`src/rtl/reg_write_port_arbiter.sv`:
```
// reg_write_port_arbiter
//   Shares the single register-file write port between the write-back stage
//   and the multi-cycle (mul/div) unit. Write-back always wins; multi-cycle
//   results wait in a small in-order FIFO and drain on idle write-back cycles,
//   or bypass straight to the port when the FIFO is empty and write-back is idle.
//   A starvation FSM raises stall_o when queued results have lost the port
//   STARVE_LIMIT times in a row.
//
// Ports
//   clk_i, rst_i             clock, asynchronous active-high reset
//   wb_valid_i/_write_en_i   write-back request (both high = request)
//   wb_addr_i, wb_data_i     write-back destination/data
//   mc_valid_i/_addr_i/_data_i  multi-cycle result presented
//   mc_ready_o               multi-cycle result accepted this cycle
//   query_addr_i             decode-stage source register for hazard lookup
//   pending_hit_o            query matches a queued or incoming mc destination
//   stall_o                  registered bubble request to the hazard unit
//   rf_write_en_o/_addr_o/_data_o  register-file write port
module reg_write_port_arbiter #(
    parameter int WORD         = 32,
    parameter int ADDR_WIDTH   = 4,
    parameter int DEPTH        = 2,
    parameter int STARVE_LIMIT = 4
) (
    input  logic                  clk_i,
    input  logic                  rst_i,
    input  logic                  wb_valid_i,
    input  logic                  wb_write_en_i,
    input  logic [ADDR_WIDTH-1:0] wb_addr_i,
    input  logic [WORD-1:0]       wb_data_i,
    input  logic                  mc_valid_i,
    input  logic [ADDR_WIDTH-1:0] mc_addr_i,
    input  logic [WORD-1:0]       mc_data_i,
    output logic                  mc_ready_o,
    input  logic [ADDR_WIDTH-1:0] query_addr_i,
    output logic                  pending_hit_o,
    output logic                  stall_o,
    output logic                  rf_write_en_o,
    output logic [ADDR_WIDTH-1:0] rf_addr_o,
    output logic [WORD-1:0]       rf_data_o
);

    localparam int PW = $clog2(DEPTH);
    localparam int CW = PW + 1;
    localparam int SW = $clog2(STARVE_LIMIT + 1);
    localparam int unsigned DEPTH_U = DEPTH;
    localparam logic [CW-1:0] DEPTH_C = CW'(DEPTH);
    localparam logic [SW-1:0] LIMIT_C = SW'(STARVE_LIMIT);

    localparam logic [1:0] ST_IDLE  = 2'd0;
    localparam logic [1:0] ST_WAIT  = 2'd1;
    localparam logic [1:0] ST_FORCE = 2'd2;

    logic [ADDR_WIDTH-1:0] addr_mem_q [DEPTH];
    logic [WORD-1:0]       data_mem_q [DEPTH];

    logic [PW-1:0] rd_ptr_q, rd_ptr_d;
    logic [PW-1:0] wr_ptr_q, wr_ptr_d;
    logic [CW-1:0] count_q, count_d;
    logic [SW-1:0] starve_q, starve_d;
    logic [1:0]    state_q, state_d;
    logic          stall_q;

    logic wb_req;
    logic fifo_nonempty;
    logic pop;
    logic bypass;
    logic push;
    logic hit;
    logic [PW-1:0] slot_off;

    // Grant selection and FIFO control
    always_comb begin
        wb_req        = wb_valid_i & wb_write_en_i;
        fifo_nonempty = (count_q != '0);
        pop           = !wb_req && fifo_nonempty;
        bypass        = !wb_req && !fifo_nonempty && mc_valid_i;
        // Readiness deliberately ignores a same-cycle pop.
        mc_ready_o    = (count_q < DEPTH_C);
        push          = mc_valid_i && mc_ready_o && !bypass;

        count_d  = count_q + CW'(push) - CW'(pop);
        wr_ptr_d = wr_ptr_q + PW'(push);
        rd_ptr_d = rd_ptr_q + PW'(pop);
    end

    // Write-port mux
    always_comb begin
        rf_write_en_o = !rst_i && (wb_req || fifo_nonempty || mc_valid_i);
        if (wb_req) begin
            rf_addr_o = wb_addr_i;
            rf_data_o = wb_data_i;
        end else if (fifo_nonempty) begin
            rf_addr_o = addr_mem_q[rd_ptr_q];
            rf_data_o = data_mem_q[rd_ptr_q];
        end else begin
            rf_addr_o = mc_addr_i;
            rf_data_o = mc_data_i;
        end
    end

    // Hazard lookup: a slot is live when its distance from the read pointer
    // is below the occupancy count.
    always_comb begin
        hit      = mc_valid_i && (mc_addr_i == query_addr_i);
        slot_off = '0;
        for (int unsigned i = 0; i < DEPTH_U; i++) begin
            slot_off = PW'(i) - rd_ptr_q;
            if (({1'b0, slot_off} < count_q) && (addr_mem_q[i] == query_addr_i)) begin
                hit = 1'b1;
            end
        end
        pending_hit_o = hit;
    end

    // Starvation FSM
    always_comb begin
        state_d  = state_q;
        starve_d = starve_q;
        case (state_q)
            ST_IDLE: begin
                starve_d = '0;
                if (count_d != '0) begin
                    state_d = ST_WAIT;
                end
            end
            ST_WAIT: begin
                if (pop) begin
                    starve_d = '0;
                end else if (wb_req && fifo_nonempty && (starve_q != LIMIT_C)) begin
                    starve_d = starve_q + 1'b1;
                end
                if (count_d == '0) begin
                    state_d  = ST_IDLE;
                    starve_d = '0;
                end else if (starve_d >= LIMIT_C) begin
                    state_d = ST_FORCE;
                end
            end
            ST_FORCE: begin
                if (pop) begin
                    starve_d = '0;
                    state_d  = (count_d == '0) ? ST_IDLE : ST_WAIT;
                end
            end
            default: begin
                state_d  = ST_IDLE;
                starve_d = '0;
            end
        endcase
    end

    always_ff @(posedge clk_i or posedge rst_i) begin
        if (rst_i) begin
            rd_ptr_q <= '0;
            wr_ptr_q <= '0;
            count_q  <= '0;
            starve_q <= '0;
            state_q  <= ST_IDLE;
            stall_q  <= 1'b0;
        end else begin
            rd_ptr_q <= rd_ptr_d;
            wr_ptr_q <= wr_ptr_d;
            count_q  <= count_d;
            starve_q <= starve_d;
            state_q  <= state_d;
            stall_q  <= (state_d == ST_FORCE);
        end
    end

    // Storage needs no reset: occupancy masks stale slots.
    always_ff @(posedge clk_i) begin
        if (push) begin
            addr_mem_q[wr_ptr_q] <= mc_addr_i;
            data_mem_q[wr_ptr_q] <= mc_data_i;
        end
    end

    assign stall_o = stall_q;

endmodule
```
`config.mk`:
```
export PLATFORM = sky130hd
export DESIGN_NAME = reg_write_port_arbiter
export DESIGN_NICKNAME = d
export VERILOG_FILES = /design/src/rtl/reg_write_port_arbiter.sv
export SDC_FILE = /design/constraint.sdc
export NUM_CORES = 1
export LEC_CHECK = 0
export ABC_AREA = 1
export CAP_MARGIN = 40
export CELL_PAD_IN_SITES_DETAIL_PLACEMENT = 1
export CELL_PAD_IN_SITES_GLOBAL_PLACEMENT = 2
export CORE_MARGIN = 2
export CORE_UTILIZATION = 32
export DETAILED_ROUTE_END_ITERATION = 8
export PLACE_DENSITY = 0.87
export SLEW_MARGIN = 10
export SYNTH_ARGS = -nofsm -noshare
export SYNTH_HDL_FRONTEND = slang
export SYNTH_SLANG_ARGS = --single-unit
```
`constraint.sdc`:
```
create_clock -name clk_i -period 3.49 [get_ports clk_i]
set_clock_uncertainty 0.05 [all_clocks]
set_input_delay 0.5235 -clock clk_i [delete_from_list [all_inputs] [get_ports clk_i]]
set_output_delay 0.5235 -clock clk_i [all_outputs]
set_load 0.005 [all_outputs]
```
======== Word level (Yosys, flattened, before mapping) ========
Memories as Yosys holds them, arrays and structs flattened.
Index checks and enable logic that the tools add are counted.
storage, ports and cells
  bits in registers ....................... 10
  memory bits (writable) .................. 72
  bits of input ports ..................... 81
  output and inout bits ................... 40
  word-level logic and storage cells ...... 69
  memories kept ........................... 2
memory list
  name        depth  width  read ports  clocked after Yosys merged registers in  write ports  RTL line  source
  data_mem_q  2      32     1           0                                        1            55        logic [WORD-1:0] data_mem_q [DEPTH];
  addr_mem_q  2      4      3           0                                        1            54        logic [ADDR_WIDTH-1:0] addr_mem_q [DEPTH];
cells by class
  add/subtract/negate cells ............... 7
  $lt $le $gt $ge ......................... 4
  equal/unequal tests ..................... 8
  multiplexer cells ....................... 20
  bitwise operators ....................... 1
  reduce and logical (&&, ||, !) cells .... 21
operator list
  cell                 count
  $mux 32              2
  $mux 3               5
  $eq 4x4->1           3
  $logic_and 1x1->1    11
  $mux 2               4
  $mux 4               2
  $pmux 2 s3           1
  $pmux 3 s2           1
  $mux 1               5
  $eq 2x2->1 const B   2
  $logic_not 1->1      4
  $logic_not 2->1      2
  $lt 1x2->1           2
  $reduce_bool 2->1    2
  $add 3x1->3 const B  1
  $ge 3x3->1 const B   1
  $ne 3x3->1 const B   1
  $add 1x1->1          2
  $add 2x1->2          1
  $eq 2x1->1 const B   1
  $logic_or 1x1->1     2
  $lt 2x2->1 const B   1
  $ne 2x2->1 const B   1
  $sub 1x1->1 const A  2
  2 further kinds      2

======== Logic depth before layout (Yosys ltp) ========
Gate-level depths: netlist (run 1).
  depth after elaboration ................. 13
  mapped depth ............................ 14
  depth with buffers taken out ............ 13

======== Worst setup path before layout (run 1) ========
No wires, ideal clock.
  path kind ............................... input to register
  start ................................... input wb_valid_i
  end ..................................... memory addr_mem_q[1][0], enable pin
  setup time .............................. 0.397 ns
  data arrival time ....................... 2.053 ns
  required time ........................... 3.043 ns
  slack ................................... 0.991 ns
  stages on the path ...................... 5
  path buffers ............................ 0
  cell sequence ........................... nand2_1 nand2_1 inv_2 nor3_1 ha_1
on the way
  cells in the longest elaborated chain, start to end .. 8
RTL lines
  item                            RTL line  source
  start: declaration              27        input logic wb_valid_i,
  $and 1x1->1                     74        wb_req = wb_valid_i & wb_write_en_i;
  $logic_not 1->1                 77        bypass = !wb_req && !fifo_nonempty && mc_valid_i;
  $logic_and 1x1->1 (2 in a row)  77
  $logic_not 1->1                 80        push = mc_valid_i && mc_ready_o && !bypass;
  $logic_and 1x1->1               80
  $mux 1                          173       if (push) begin
  $mux 1 (implied by the code)    174       addr_mem_q[wr_ptr_q] <= mc_addr_i;
  end: declaration                54
Every way passes these cells.

======== Worst setup path after layout (run 1) ========
  start ................................... input wb_valid_i
  end ..................................... output rf_data_o[11]
on the way
  cells in the longest elaborated chain, start to end .. 2
RTL lines
  item              RTL line  source
  $and 1x1->1       74
  $mux 32           90        if (wb_req) begin
  end: declaration  40        output logic [WORD-1:0] rf_data_o
Every way passes these cells.

==> results.ini, run 1 <==
[setup_path]
critical_path.startpoint=wb_valid_i
cp_max_fo=22
cp.required_ns=2.92
r2r-end=state_q[1]
r2r_cells=11
r2r_start=count_q[1]
start_kind=input port
worstSetupPathType=in -> out
crit_end=rf_data_o[11]
crit_arrival_ns=2.41
rrSetupSlack_ns=0.94
crit_path_end_kind=output port

[timing]
finalSetupTns_ns=0
finalSetupViolations=0
fin_crit_sh=0.855
relSlewSlack=0.584
fin_crit_ns=2.98
rsz0062_at_grt=false
fmax_mhz=335
slew_viol_final=0
worstMarginPinSlew_ns=0.623
hold_viol=0

[routing]
vias=3284
wl_per_cell_um=16.9
viasPerCell=4.76
route.met3.wl_um=486
ant_nets=0
first_iter_violations=126
wl_met1_mm=5.28
drt-total-wl_mm=11.7
drcViolationCount=0
highest_layer=met4
dr_wl_met2_mm=5.82
dr.pass1.iters=4

[cts]
cts.path.max_buffers=2
cts_tree=yes
htree_levels=3
clk_latency_ns=0.33
cts_root_buf=clkbuf_16
post_cts_buffers=0
cts_buffers=9
clock-sinks=82
clkTransAtPathRegs_ns=0.06
hold_buffers=0
cts_resized=0

[finish]
fin_nets=600
drive_gt1_frac=0.114
final_common_cell=clkdlybuf4s50_1
diodes=0
fin_cells=690
layout_common_cells=clkdlybuf4s50_1 (120), nand2_1 (115), edfxtp_1 (72), nor2_1 (33), a21oi_1 (27)
syn_to_final_growth_pct=40.3

[grt]
grt_overflow=0
grt_pass1_vias=3680
grt_max_degree=41
antenna_found_initial=0
grt_pass1_wl_mm=19.2
grt_util_all_layers=0.178

[power]
cellLeakagePower_nw=2.14
max-vdd-ir-drop_mv=0.277
p_per_area_mw_per_mm2=740

[die]
start_util=0.328
fp.dieH_um=118
rows=41
coreArea_sq_mm=0.0127
num_io_pins=121
die_w_um=118
die_area_sq_mm=0.0139

[synth]
syn_inst=397
synth_top_area_frac=0.520
syn-num-nets=484
ys_top_cells_by_area=edfxtp_1 (52%), nand2_1 (10%), dfrtp_1 (6.0%), o311ai_2 (5.5%), a21oi_1 (3.2%)
yosys_warnings=0
synth-seq-cells=82
synth_area_leader_cell=edfxtp_1
ys_types=34
postSynthAreaPerCell_sq_um=10.5
seq_area_frac_synth=0.580
syn_area_sq_mm=0.00416

[run_status]
status=finished, final reports clean

[placement]
dp.cells=674
gp_congestion=0.728
dp_hpwl_mm=8.05
io_buffers=120

[flow_run]
maxCapViolCount=0

[hold_path]
hp-class=in -> async

[cells in the mapped netlist, drive strengths merged]
cell,number
edfxtp,72
nor3,1
clkbuf,4
dfrtp,10
nand4,1
or2,2
xnor2,4
buf,17
nand2,117
o311ai,15
nand3,9
mux2i,5
o21bai,2
a21oi,34
ha,6
o211ai,6
o21ai,21
nand3b,1
inv,27
nor2,36
xor2,7
[worst min path at each step]
stage	from	to	slack (ns)	depth (start not counted)
global route	rst_i	count_q[0]	0.51	2
global placement	starve_q[1]	starve_q[1]	0.47	2
floorplan	rst_i	count_q[0]	0.32	1
CTS	rst_i	count_q[0]	0.49	2
finish	rst_i	count_q[1]	0.48	2
detailed placement	starve_q[1]	starve_q[1]	0.50	2
[where the power goes]
part / internal [W] / switching [W] / total [W]
registers: 0.00129 / 0.0000890 / 0.00138
clock network: 0.000633 / 0.000394 / 0.00103
logic: 0.000892 / 0.00102 / 0.00191
[layer usage]
layer / GRT usage / vias to the layer above
met5: 0 / -
met4: 0.0497 / 0
met3: 0.0436 / 6
met2: 0.306 / 87
met1: 0.222 / 1593
li1: - / 1598
[sequential cells by signal, indices dropped and copies added, names as in the netlist]
register	cells
addr_mem_q	8
stall_o	1
starve_q	3
rd_ptr_q	1
count_q	2
data_mem_q	64
wr_ptr_q	1
state_q	2
[area by class of cell]
| class | count | area [sq um] |
|---|---|---|
| Fill cell | 1423 | 6840 |
| Sequential cell | 82 | 2410 |
| Multi-Input combinational cell | 267 | 1510 |
| Timing Repair Buffer | 126 | 1270 |
| Clock buffer | 9 | 225 |
| Tap cell | 172 | 215 |
| Inverter | 27 | 104 |
| Clock inverter | 7 | 101 |
[critical path, cell delays in order]
cell	delay, ns
clkdlybuf4s50_1	0.39
nand2_1	0.18
nand2_1	0.13
inv_2	0.36
nand2_1	0.15
o311ai_2	0.09
clkdlybuf4s50_1	0.57
[logic make-up (layout without fill, tap and decap cells)]
family	Yosys count	after routing	synth area share
AO/OA/AOI/OAI	78	78	0.145
flip-flops	82	82	0.580
adder cells (fa/ha/maj)	6	6	0.0180
XOR/XNOR	11	11	0.0232
AND/OR/NAND/NOR	167	167	0.163
buffers and inverters	48	169	0.0592
multiplexers	5	5	0.0120
[through the flow]
stage	setup WS [ns]	total power, W	utilization	hold slack [ns]	instance area (sq um)
floorplan	0.991	0.00253	-	0.319	4160
global placement	0.490	0.00328	0.435	0.469	5510
detailed placement	0.350	0.00334	0.435	0.504	5510
CTS	0.462	0.00439	0.461	0.491	5840
global route	0.319	0.00463	0.461	0.506	5840
finish	0.508	0.00432	0.461	0.483	5840
Note: power is estimated with default switching activity, not from simulation.
==> inputs of run 2 (changes only) <==
--- a/config.mk
+++ b/config.mk
@@ -13,6 +13,7 @@
 export CORE_UTILIZATION = 32
 export DETAILED_ROUTE_END_ITERATION = 8
 export PLACE_DENSITY = 0.87
+export RECOVER_POWER = 100
 export SLEW_MARGIN = 10
 export SYNTH_ARGS = -nofsm -noshare
 export SYNTH_HDL_FRONTEND = slang
==> run 2 against run 1 <==
Sequential share of layout area increased by 0.089 points. Routed wire length decreased by 0.29%. Maximum frequency decreased by 5.9%. Final area decreased by 0.21%. Sequential power about the same. Clock power about the same. Register-to-register slack got worse by 0.09 ns. Cell count unchanged. Non-clock buffer count unchanged. Die area unchanged.
==> results.ini, run 2 (synthesis results as in run 1) <==
[run_status]
status=finished, final reports clean

[power]
p_per_area_mw_per_mm2=725
max-vdd-ir-drop_mv=0.272
cellLeakagePower_nw=2.17

[timing]
slew_viol_final=0
relSlewSlack=0.365
finalSetupViolations=0
rsz0062_at_grt=false
fmax_mhz=316
fin_crit_ns=3.17
fin_crit_sh=0.908
fin_ws_ns=0.321
hold_viol=0
worstMarginPinSlew_ns=0.952
finalSetupTns_ns=0

[cts]
cts_buffers=9
cts_resized=0
post_cts_buffers=0
cts_tree=yes
cts_root_buf=clkbuf_16
clock-sinks=82
clkTransAtPathRegs_ns=0.06
cts.path.max_buffers=2
htree_levels=3
hold_buffers=0
clk_latency_ns=0.34

[routing]
ant_nets=0
drcViolationCount=0
dr.pass1.iters=4
wl_per_cell_um=16.9
first_iter_violations=133
vias=3273
viasPerCell=4.74
drt-total-wl_mm=11.6

[grt]
grt_overflow=0
grt_max_degree=41
grt_pass1_wl_mm=19.2
antenna_found_initial=0
grt_util_all_layers=0.178
grt_pass1_vias=3680

[setup_path]
start_kind=input port
cp.required_ns=2.92
crit_path_end_kind=output port
cp_cell_sequence=dlygate4sd3_1 -> nand2_1 -> nand2_1 -> inv_2 -> nand2_1 -> o311ai_2 -> dlygate4sd3_1
cp_slowest_stage_delay_ns=0.62
cp_slowest_cell=dlygate4sd3_1
crit_arrival_ns=2.60
cp_max_fo=22
cpMostUsedCell=nand2_1
worstSetupPathType=in -> out

[finish]
final_cell_area_sq_mm=0.00582
syn_to_final_growth_pct=40.0
drive_gt1_frac=0.106
layout_common_cells=nand2_1 (115), edfxtp_1 (72), dlygate4sd3_1 (70), clkdlybuf4s50_1 (50), nor2_1 (33)
final_common_cell=nand2_1
fin_nets=600
diodes=0
reg.largest.list=data_mem_q (64), addr_mem_q (8), starve_q (3)
fin_util=0.460
largest_reg_flops=64
largest-register=data_mem_q

[placement]
dp_slack_ns=0.350
gp_congestion=0.728
io_buffers=120
place_area_sq_mm=0.00551
dp_hpwl_mm=8.05

[die]
rows=41
start_util=0.328
coreArea_sq_mm=0.0127
fp.dieH_um=118
die_area_sq_mm=0.0139
num_io_pins=121
die_w_um=118

[flow_run]
maxCapViolCount=0

[hold_path]
hp-class=reg -> reg

-- run 2: worst max-delay path, delay by kind of cell --
kind | cells | cell delay [ns]
buffers and inverters | 3 | 1.50
AOI/OAI and AO/OA | 1 | 0.10
and+or+nand+nor | 3 | 0.46
-- run 2: worst paths after layout --
check                            start  slack [ns]                end  depth (start not counted)
max reg2reg                 count_q[1]        0.85  data_mem_q[0][18]                          6
min                        starve_q[1]        0.52        starve_q[1]                          2
min reg2reg                starve_q[1]        0.52        starve_q[1]                          2
max in group asynchronous        rst_i        2.47        starve_q[0]                          2
max                         wb_valid_i        0.32      rf_data_o[29]                          7
min in group asynchronous        rst_i        0.61            stall_o                          2
-- run 2: power breakdown --
part | internal, W | switching (W)
clock | 0.000632 | 0.000394
sequential | 0.00129 | 0.0000862
combinational | 0.000806 | 0.00101
-- run 2: routing by layer --
| layer | vias up | global-route usage | share of wire |
|---|---|---|---|
| met3 | 8 | 0.0436 | 0.041 |
| met5 | - | 0 | 0 |
| met2 | 79 | 0.306 | 0.50 |
| met4 | 0 | 0.0497 | 0.0093 |
| li1 | 1595 | - | - |
| met1 | 1591 | 0.222 | 0.45 |
-- run 2: cell type report --
| type | instances | area (sq um) |
|---|---|---|
| Fill cell | 1428 | 6850 |
| Inverter | 27 | 103 |
| Clock buffer | 9 | 225 |
| Tap cell | 172 | 215 |
| Sequential cell | 82 | 2410 |
| Multi-Input combinational cell | 267 | 1500 |
| Clock inverter | 7 | 101 |
| Timing Repair Buffer | 126 | 1260 |
-- run 2: through the flow --
| stage | hold WS [ns] | power, W | instances |
|---|---|---|---|
| after floorplan | 0.319 | 0.00253 | 397 |
| after global placement | 0.469 | 0.00328 | 674 |
| after detailed placement | 0.504 | 0.00334 | 674 |
| after CTS | 0.491 | 0.00439 | 690 |
| after global routing | 0.541 | 0.00453 | 690 |
| final | 0.519 | 0.00422 | 690 |
==> inputs of run 3 (changes only) <==
--- a/config.mk
+++ b/config.mk
@@ -9,7 +9,6 @@
 export CAP_MARGIN = 40
 export CELL_PAD_IN_SITES_DETAIL_PLACEMENT = 1
 export CELL_PAD_IN_SITES_GLOBAL_PLACEMENT = 2
-export CORE_MARGIN = 2
 export CORE_UTILIZATION = 32
 export DETAILED_ROUTE_END_ITERATION = 8
 export PLACE_DENSITY = 0.87
==> run 3 against run 2 <==
Clock power barely moved. Die area fell by 3.4%. Final area shrank 0.26%. Largest cell class unchanged. Combinational power is essentially flat. Highest routed layer unchanged.
==> results.ini, run 3 (synthesis results as in run 1) <==
[finish]
largest-register=data_mem_q
fillCellCount=1422
drive_gt1_frac=0.106
final_common_cell=nand2_1
reg.largest.list=data_mem_q (64), addr_mem_q (8), starve_q (3)
largest_reg_flops=64
fin_util=0.458
layout_common_cells=nand2_1 (115), dlygate4sd3_1 (74), edfxtp_1 (72), clkdlybuf4s50_1 (46), nor2_1 (33)
fin_nets=600
multi_input_area_sq_mm=0.00150
seq_area_sq_mm=0.00241
syn_to_final_growth_pct=39.6

[timing]
finalSetupTns_ns=0
fmax_mhz=313
fin_crit_ns=3.20
hold_slack_ns=0.478
fin_ws_ns=0.290
fin_crit_sh=0.917
worstMarginPinSlew_ns=0.639
relSlewSlack=0.574
slew_viol_final=0
finalSetupViolations=0
hold_viol=0
rsz0062_at_grt=false

[routing]
dr.pass1.iters=4
first_iter_violations=76
drcViolationCount=0
viasPerCell=4.90
drt-total-wl_mm=11.7
wl_per_cell_um=16.9
vias=3386
ant_nets=0

[die]
num_io_pins=121
start_util=0.328
fp.dieH_um=116
die_w_um=116
coreArea_sq_mm=0.0127
rows=41
die_area_sq_mm=0.0135

[power]
max-vdd-ir-drop_mv=0.301
switching_share=0.354
combPwrFrac=0.431
p_per_area_mw_per_mm2=723
p_seq_frac=0.329
cellLeakagePower_nw=2.17
finalPower_w=0.00420
clkPwrFrac=0.241
p_int_w=0.00271
p_sw_w=0.00149

[setup_path]
start_kind=input port
r2r_start=count_q[1]
r2r-end=data_mem_q[0][9]
worstSetupPathType=in -> out
cp.required_ns=2.92
rrSetupSlack_ns=0.78
critical_path.startpoint=wb_valid_i
cp_slowest_stage_delay_ns=0.59
crit_path_end_kind=output port
crit_arrival_ns=2.63
cp_cell_sequence=dlygate4sd3_1 -> nand2_1 -> nand2_4 -> o311ai_1 -> clkdlybuf4s50_1
r2r_cells=6
cp_max_fo=24
cp_slowest_cell=clkdlybuf4s50_1

[run_status]
status=finished, final reports clean

[cts]
cts_root_buf=clkbuf_16
cts_tree=yes
hold_buffers=0
cts_buffers=9
post_cts_buffers=0
cts_resized=0
clock-sinks=82
clkTransAtPathRegs_ns=0.06
htree_levels=3
clk_latency_ns=0.33
cts.path.max_buffers=2

[hold_path]
hp-class=reg -> reg
hold_start=starve_q[1]
whs_endpoint=starve_q[1]
hold_depth=2

[grt]
antenna_found_initial=0
grt_util_all_layers=0.179
grt_max_degree=41
grt_pass1_wl_mm=18.0
grt_overflow=0
grt_pass1_vias=3634

[placement]
gp_congestion=0.822
dp_hpwl_mm=8.38
io_buffers=120
dp_slack_ns=0.312

[flow_run]
maxCapViolCount=0

==> run 3: critical path: cells and delay by family <==
family	cells	cell delay (ns)
buffers and inverters	2	1.12
and+or+nand+nor	2	0.48
AOI/OAI and AO/OA	1	0.49
==> run 3: final cells by class <==
| cell class | count | share of cell area |
|---|---|---|
| antenna | 1 | 0.000431 |
| clock buffer | 10 | 0.0394 |
| clock inverter | 6 | 0.0155 |
| inverter | 27 | 0.0177 |
| multi-input combinational | 267 | 0.259 |
| sequential | 82 | 0.415 |
| tap | 172 | 0.0371 |
| timing repair buffer | 126 | 0.216 |
==> run 3: worst max-delay path by stage <==
stage | cells after the start | slack, ns | to
floorplan | 5 | 0.99 | addr_mem_q[1][0]
global placement | 5 | 0.43 | rf_addr_o[3]
detailed placement | 12 | 0.31 | state_q[1]
CTS | 5 | 0.42 | rf_addr_o[3]
global route | 7 | 0.14 | rf_data_o[31]
finish | 5 | 0.29 | rf_addr_o[3]
==> run 3: power groups by stage <==
stage / logic [W] / clock network (W) / registers, W
global placement: 0.00190 / 0 / 0.00139
detailed placement: 0.00196 / 0 / 0.00140
CTS: 0.00198 / 0.00103 / 0.00138
finish: 0.00181 / 0.00101 / 0.00138
floorplan: 0.00116 / 0 / 0.00137
global route: 0.00200 / 0.00107 / 0.00140
==> run 3: routing by layer <==
layer / vias up / wire length (um) / global-route usage
met2: 94 / 6220 / 0.342
met1: 1683 / 4830 / 0.202
li1: 1597 / - / -
met4: 0 / 119 / 0.0462
met5: - / 0 / 0
met3: 12 / 530 / 0.0335
==> run 3: through the flow <==
stage,instance area [sq um],std cells
2_1_floorplan,4160,397
3_3_place_gp,5520,674
3_5_place_dp,5520,674
4_1_cts,5840,690
5_1_grt,5810,690
6_report,5810,691
==> RTL edit 1, RTL diff (config.mk and constraints of run 1) <==
Change the parameter `STARVE_LIMIT` from 4 to 8.
--- a/src/rtl/reg_write_port_arbiter.sv
+++ b/src/rtl/reg_write_port_arbiter.sv
@@ -21,5 +21,5 @@
     parameter int ADDR_WIDTH   = 4,
     parameter int DEPTH        = 2,
-    parameter int STARVE_LIMIT = 4
+    parameter int STARVE_LIMIT = 8
 ) (
     input  logic                  clk_i,
Check against the original RTL: not equivalent (a bounded check fails within 10 cycles, from zero or initial values and one cycle with rst_i high).
==> RTL edit 1 against run 1 <==
Total power fell by 4.6%; area after synthesis rose by 3.3%; worst setup slack got worse by 0.12 ns; final cell count rose by 2.6%; sequential power rose by 3%; design area rose by 1.9%; count of clock-buffer cells in the layout rose by 2; global-route usage fell by 1.6 points; register-to-register slack got worse by 0.25 ns; non-clock buffer count rose by 1; sequential cell count rose by 1; highest routed layer unchanged; wire length fell by 4.7%.
==> RTL edit 1: results (changes against run 1) <==
power:
  finalPower_mw: 4.122  # was 4.321 mW
  ir_drop_uv: 315.6  # was 277.4 uV
  p_leak_nw: 2.367  # was 2.137 nW
  switching_share: 0.3474  # was 0.3480
finish:
  multi_input_area_share: 0.2624  # was 0.2581
  top_regs: "data_mem_q (64), addr_mem_q (8), starve_q (4)"  # was data_mem_q (64), addr_mem_q (8), starve_q (3)
  n_all_buffers: 127  # was 126
  final_nets: 614  # was 600
  seq_area_sq_um: 2439  # was 2412 sq um
  clk_share: 0.04418  # was 0.05596
  multi_input_comb_cells: 257  # was 267
  final_layout_size_suffix_gt1_frac: 0.1090  # was 0.1139
synthesis:
  yosys.area_share.adder: 0.01746  # was 0.01805
  synth-xor-area-share: 0.01834  # was 0.02316
  yosysSeqAreaShare: 0.5669  # was 0.5798
  avgSynthCellArea_sq_um: 10.59  # was 10.48 sq um
  synthMuxAreaShare: 0.04657  # was 0.01203
route:
  drt-initial-drc-count: 157  # was 126
  vias: 3340  # was 3284
placement:
  dp_cells: 692  # was 674
  place.gp.congestion: 0.7804  # was 0.7284
  dp_hpwl_um: 8273  # was 8046 um
grt:
  grt_pass1_vias: 3679  # was 3680
setup_path:
  endpoint: "rf_data_o[22]"  # was rf_data_o[11]
  rr_worst_depth: 14  # was 11
run_status:
  status: "completed"  # unchanged
==> RTL edit 1: how the worst min path moves through the flow <==
stage          depth (start not counted)   startpoint  slack, ns     endpoint
4_1_cts                                3        rst_i       0.43   state_q[1]
3_5_place_dp                           2  starve_q[1]       0.52  starve_q[1]
2_1_floorplan                          1        rst_i       0.33   count_q[0]
6_report                               3        rst_i       0.43   state_q[1]
5_1_grt                                3        rst_i       0.45   state_q[1]
3_3_place_gp                           2  starve_q[1]       0.50  starve_q[1]
==> RTL edit 1: power groups by stage <==
stage	combinational (mW)	sequential (mW)	clock (mW)
5_1_grt	2.05	1.45	0.894
2_1_floorplan	1.08	1.39	0
6_report	1.86	1.42	0.841
3_5_place_dp	1.87	1.45	0
3_3_place_gp	1.83	1.43	0
4_1_cts	1.89	1.43	0.860
==> RTL edit 1: metal layers <==
metal	share of wire	GRT usage	routed length (um)
met5	0	0	0
met4	0.012	0.05662	135
met3	0.037	0.03089	412
met2	0.48	0.2667	5377
met1	0.47	0.2130	5191
==> RTL edit 2, RTL diff (config.mk and constraints of run 1) <==
Made on the original files. Make the reset (`rst_i`) synchronous in one clocked block. Comments in the files are not updated.
--- a/src/rtl/reg_write_port_arbiter.sv
+++ b/src/rtl/reg_write_port_arbiter.sv
@@ -151,5 +151,5 @@
     end
 
-    always_ff @(posedge clk_i or posedge rst_i) begin
+    always_ff @(posedge clk_i) begin
         if (rst_i) begin
             rd_ptr_q <= '0;
Function: differs if rst_i is asserted again (counterexample within 4 cycles, from zero or initial values and one cycle with rst_i high); with rst_i held inactive, the same outputs for 4 cycles.
==> RTL edit 2 against run 1 <==
Sequential cell count stayed put; area after synthesis is 4.8% lower; non-clock buffer count is 4 higher; worst setup slack worse by 0.10 ns; core utilization is 1.1 points higher; wire length is 0.86% lower; sequential share of layout area is 0.21 points higher; total power is 7.0% lower; die area is 4.6% lower; design area is 2.5% lower; highest routed layer unchanged.
==> RTL edit 2: results (changes against run 1) <==
run_status:
  status: "completed"  # unchanged
setup_path:
  r2r_slack_ns: 0.86  # was 0.94 ns
  r2r-start: "count_q[1]"  # unchanged
finish:
  area_share_nonclk_buffers: 0.2287  # was 0.2178
  fill_cells: 1340  # was 1423
  n_all_buffers: 130  # was 126
sta:
  finalCriticalPeriod_ns: 3.084  # was 2.982 ns
placement:
  place_area_sq_um: 5370  # was 5509 sq um
  dp_hpwl_um: 7912  # was 8046 um
  dp_slack_ns: 0.2956  # was 0.3504 ns
worst_hold_path:
  hp-class: "flip-flop to flip-flop"  # was input port to async pin
route:
  met1_length_um: 5136  # was 5276 um
synthesis:
  syn-num-nets: 475  # was 484
  yosysSeqAreaShare: 0.5965  # was 0.5798
  synth_area_leaders: "edfxtp_1 55%, nand2_1 9.2%, nor2_1 8.0%, o311ai_1 5.5%, dfxtp_1 5.1%"  # was edfxtp_1 52%, nand2_1 10%, dfrtp_1 6.0%, o311ai_2 5.5%, a21oi_1 3.2%
  synth-xor-area-share: 0.02212  # was 0.02316
  synth_compound_area_frac: 0.1118  # was 0.1447
  avgSynthCellArea_sq_um: 10.21  # was 10.48 sq um
  netlist_area_sq_um: 3960  # was 4160 sq um
grt:
  grt_usage: 0.1810  # was 0.1779
  grt_max_degree: 39  # was 41
  grt_use_met3: 0.02741  # was 0.04360
  met1_usage: 0.2339  # was 0.2221
power:
  ir_drop_uv: 339.9  # was 277.4 uV
  p_leak_nw: 2.082  # was 2.137 nW
[RTL edit 2: changes by cell type after synthesis, moves of 5 or more]
cell | run 1 | this run
o21ai_1 | 12 | 0
a21oi_2 | 7 | 0
a21oi_1 | 27 | 6
dfrtp_1 | 10 | 0
o311ai_1 | 1 | 25
mux2i_1 | 5 | 0
o21ai_0 | 8 | 3
o211ai_1 | 6 | 0
dfxtp_1 | 0 | 10
nor2_1 | 33 | 84
nand2_1 | 115 | 97
[RTL edit 2: kinds of logic (layout without fill, tap and decap cells)]
kind of cell | after synthesis | count (layout)
AO/OA/AOI/OAI | 46 | 46
AND/OR/NAND/NOR | 200 | 200
flip-flops | 82 | 82
XOR/XNOR | 10 | 10
buffers and inverters | 44 | 170
adder cells (fa/ha/maj) | 6 | 6
[RTL edit 2: power by group]
group          total [mW]  internal, mW  leakage (nW)  switching [mW]
clock                1.01         0.625         0.153           0.383
combinational        1.72         0.811          1.19           0.908
sequential           1.29          1.24         0.741          0.0532
total                4.02          2.67          2.08            1.34
